## src/rtl/demux_1to8_buf.sv

```systemverilog
// 1-to-8 demultiplexer with a one-entry valid/ready holding register per output lane.
// Optional build macro DEMUX_AUTO_SEL_EN: route by an internal round-robin pointer instead of sel.

module demux_1to8_buf_lane #(
    parameter int WIDTH = 8
) (
    input  logic             clk,
    input  logic             rst_n,
    input  logic             load_i,
    input  logic [WIDTH-1:0] din_i,
    input  logic             out_ready_i,
    output logic [WIDTH-1:0] dout_o,
    output logic             out_valid_o,
    output logic             can_take_o
);

    logic [WIDTH-1:0] data_q, data_d;
    logic             valid_q, valid_d;

    // A load on the same edge as a drain wins, so the lane stays full with the new word.
    always_comb begin
        valid_d = valid_q;
        data_d  = data_q;
        if (valid_q && out_ready_i)
            valid_d = 1'b0;
        if (load_i) begin
            valid_d = 1'b1;
            data_d  = din_i;
        end
    end

    always_ff @(posedge clk) begin
        if (!rst_n) begin
            valid_q <= 1'b0;
            data_q  <= '0;
        end else begin
            valid_q <= valid_d;
            data_q  <= data_d;
        end
    end

    assign can_take_o  = !valid_q || out_ready_i;
    assign dout_o      = data_q;
    assign out_valid_o = valid_q;

endmodule

module demux_1to8_buf #(
    parameter int WIDTH = 8
) (
    input  logic                 clk,
    input  logic                 rst_n,
    input  logic [WIDTH-1:0]     din,
    input  logic [2:0]           sel,
    input  logic                 in_valid,
    output logic                 in_ready,
    output logic [8*WIDTH-1:0]   dout,
    output logic [7:0]           out_valid,
    input  logic [7:0]           out_ready
);

    localparam int NUM_LANES = 8;

    logic [2:0]           tgt;
    logic                 accept;
    logic [NUM_LANES-1:0] can_take;
    logic [NUM_LANES-1:0] load;

`ifdef DEMUX_AUTO_SEL_EN
    logic [2:0] ptr_q, ptr_d;
    logic       unused_sel;

    assign unused_sel = ^sel;

    // 3-bit pointer wraps 7->0 naturally.
    always_comb begin
        ptr_d = ptr_q;
        if (accept)
            ptr_d = ptr_q + 3'd1;
    end

    always_ff @(posedge clk) begin
        if (!rst_n)
            ptr_q <= 3'd0;
        else
            ptr_q <= ptr_d;
    end

    assign tgt = ptr_q;
`else
    assign tgt = sel;
`endif

    // Held low during reset so nothing is accepted while lanes are being cleared.
    assign in_ready = rst_n && can_take[tgt];
    assign accept   = in_valid && in_ready;

    for (genvar k = 0; k < NUM_LANES; k++) begin : g_lane
        assign load[k] = accept && (tgt == 3'(k));

        demux_1to8_buf_lane #(
            .WIDTH (WIDTH)
        ) u_lane (
            .clk         (clk),
            .rst_n       (rst_n),
            .load_i      (load[k]),
            .din_i       (din),
            .out_ready_i (out_ready[k]),
            .dout_o      (dout[k*WIDTH +: WIDTH]),
            .out_valid_o (out_valid[k]),
            .can_take_o  (can_take[k])
        );
    end

endmodule

```

## config.mk

```make
export PLATFORM = sky130hd
export DESIGN_NAME = demux_1to8_buf
export DESIGN_NICKNAME = d
export VERILOG_FILES = /design/src/rtl/demux_1to8_buf.sv
export SDC_FILE = /design/constraint.sdc
export NUM_CORES = 1
export LEC_CHECK = 0
export ABC_AREA = 1
export BUFFER_PORTS_ARGS = -buffer_cell sky130_fd_sc_hd__buf_2
export CORE_MARGIN = 2
export CORE_UTILIZATION = 37
export DETAILED_ROUTE_END_ITERATION = 12
export GPL_TIMING_DRIVEN = 0
export PLACE_DENSITY_LB_ADDON = 0.08
export REMOVE_ABC_BUFFERS = 1
export SYNTH_ARGS = -nofsm -noshare
export SYNTH_HDL_FRONTEND = slang
export SYNTH_SLANG_ARGS = --single-unit
```

## constraint.sdc

```tcl
create_clock -name clk -period 1.8 [get_ports clk]
set_clock_uncertainty 0.05 [all_clocks]
set_input_delay 0.36 -clock clk [delete_from_list [all_inputs] [get_ports clk]]
set_output_delay 0.36 -clock clk [all_outputs]
set_load 0.1 [all_outputs]
```

==> impl_results.md <==
* Run status: finished, violations left
* Failing checks: negative setup slack
* Worst hold stages at 4
* Max_cap viols at 0
* Most frequent cells in the layout: nor2_1 (147), buf_2 (91), nand2_1 (76), dfxtp_1 (66), nand4_1 (64)
* Starting DRT DRC Count at 144
* Layout net count at 575
* Final setup fails at 1
* RSZ-0062 raised after global routing: yes
* Longest Clk Path Bufs at 2
* Worst Reg2Reg Path Length in Cells at 12
* Placed cells at 628
* Hold EP: g_lane[5].u_lane.out_valid_o
* Detailed-placement wirelength estimate at 5690 um
* Number of global-route vias before repair at 3035
* Detailed Route WL at 9500 um
* Clk slew on worst S/H paths at 0.07 ns
* Max Clk Rate at 513 MHz
* Die width at 96.0 um
* I/O pin count at 95
* Synthesized cell area at 3130 um^2
* VDD IR-drop max at 0.000378 V
* Inserted Diodes at 0
* Initial Utilization at 38.1%
* Slowest cell on the critical path: dfxtp_2
* Antenna-violating nets left at 0
* Pre-CTS WS at -1.48 ns
* PortBufs at 94
* Most common cell after layout, fill and taps aside: nor2_1
* Post-CTS Hold Buffers at 0
* R2R setup slack at 0.07 ns
* R2R Path End: g_lane[6].u_lane.dout_o[3]
* Cells after Synth at 459
* Worst Max-Slew Pin Slew at 0.739 ns
* Startpoint class of the critical path: flop
* Max incr delay on CP at 0.33 ns
* Final Hold Viols at 0
* Die ar. at 9210 um^2
* Fin. max-slew vios at 0
* Num CTS Buffers at 9
* Crit-path leading delay family: simple AND/OR/NAND/NOR gates
* Fin area at 4140 um^2
* Core area at 8220 um^2
* Fin worst setup slack at -0.151 ns
* DR vias at 3228
* Routability cong. at 0.825
* Seq/Total Area, Yosys at 46.1%
* Required time of the critical path at 1.39 ns
* Lkg Pwr at 1.95 nW
* H-tree Lvls at 3
* Ys Warns at 0
* Crit Reg-Reg Startpoint: g_lane[6].u_lane.out_valid_o
* Die height at 96.0 um
* GRT Total Usage at 21.5%
* Row cnt at 33
* Worst Path Buf+Inv at 2
* First-pass GRT wire length at 14800 um
* Crit Path Category: flop to output pin
* Final period util at 108%
* Initial antenna violation count at 0
* Router iterations before antenna repair at 4
* Crit-path cells: nand2_2, nor2_1, nor2_1, nand2_1, nand2_2, nand2_4, nor2_4, buf_12, buf_16
* CTS tree: built
* Routed WL per cell at 14.3 um
* Yosys cell types at 15
* DR vias/cell at 4.87
* Period minus WS final at 1.95 ns
* Slew Limit Headroom at 50.8%
* Largest net degree at the start of global routing at 72
* Synth area leader: dfxtp_1
* Area growth from synthesis to layout at 32.2%
* DP Area at 3600 um^2
* Hold Path Class: input pin to flop
* TNS Setup at -0.151 ns
* Critical Path Stages at 9
* Worst Min Path Start: out_ready[5]
* Power per cell area at 835 nW/um^2
* Clk sinks at 72
* Clk_lat worst skew at 0.34 ns
* Drt drc at 0
* Worst-path fanout max at 2
* Design Power at 0.00346 W
* Share of the synthesized area in the top cell type at 46.1%
* Fin cells at 663
* Grt total ovfl at 0
* Crit end category: output pin
* Clock root buffer: clkbuf_8
* Yosys reg bits at 72
* Syn_area_per_cell at 6.82 um^2
* Crit path DAT at 1.54 ns
* Share of cells above drive strength 1 at 28.5%
* Largest cells by area after synthesis: dfxtp_1 (46%), nor2_1 (19%), nand4_1 (13%)
## logic make-up (layout without fill, tap and decap cells)
family / count (synthesis) / count (layout) / synth area share, %
AO/OA/AOI/OAI: 9 / 9 / 1.44
flip-flops: 72 / 72 / 46.1
buffers and inverters: 60 / 158 / 8.48
AND/OR/NAND/NOR: 318 / 319 / 44.0
## state kept, by name, summed over array words and instances, names as in the netlist
name / count
g_lane.u_lane.out_valid_o: 8
g_lane.u_lane.dout_o: 64
## final cells by class
cell class	instances	area, um^2
clock buffers	14	163
clock inverters	2	13.8
fillers	885	4080
inverters	29	109
multi-input cells	328	1550
flip-flops and latches	72	1450
well taps	105	131
repair buffers	113	722
## layer usage
metal  part of all wire, %  track usage [%]  vias to the layer above
met2                    46             33.7                       99
met5                     0                0                        -
li1                      -                -                     1665
met4                   2.7             10.7                        0
met1                    43             26.8                     1440
met3                   8.4             6.50                       24
## synthesized netlist by cell type
library cell	instances
clkinv_1	1
inv_1	28
nor2_2	3
clkbuf_1	7
dfxtp_1	72
o21ai_0	2
nand2_1	82
nand3_1	6
a21oi_1	7
nor2_1	162
buf_2	8
nand4_2	1
buf_4	8
buf_1	8
nand4_1	64
## stage by stage
stage               hold slack [ns]  utilization, %
finish                        0.239            50.4
global route                  0.244            50.4
CTS                           0.226            48.1
detailed placement            0.417            43.8
global placement              0.410            43.5
floorplan                     0.431               -
## report_power, final
group | total, W | internal, W | switching [W]
Clock | 0.00116 | 0.000578 | 0.000581
Combinational | 0.000652 | 0.000145 | 0.000507
Sequential | 0.00164 | 0.00163 | 0.0000167
Total | 0.00346 | 0.00235 | 0.00111
## worst max-delay path by stage
stage                                       startpoint                          to  slack, ns
final                     g_lane[6].u_lane.out_valid_o                    in_ready      -0.15
after global routing      g_lane[0].u_lane.out_valid_o                    in_ready      -0.26
after CTS                 g_lane[5].u_lane.out_valid_o                    in_ready      -0.16
after detailed placement                         rst_n                    in_ready      -1.48
after global placement                           rst_n                    in_ready      -2.60
after floorplan           g_lane[4].u_lane.out_valid_o  g_lane[0].u_lane.dout_o[0]      -1.89
## worst min-delay path: cells and delay by family
family          cells  cell delay, ns
buf+inv             2            0.12
simple gates        1            0.06
compound gates      1            0.06
## what timing repair did
item / CTS / global route
buffers inserted: 8 / 9
resized for setup: 31 / 24
setup endpoints to repair: 73 / 73
gates cloned: 2 / 1
pin swaps: 7 / 18
Note: power is estimated with default switching activity, not from simulation.
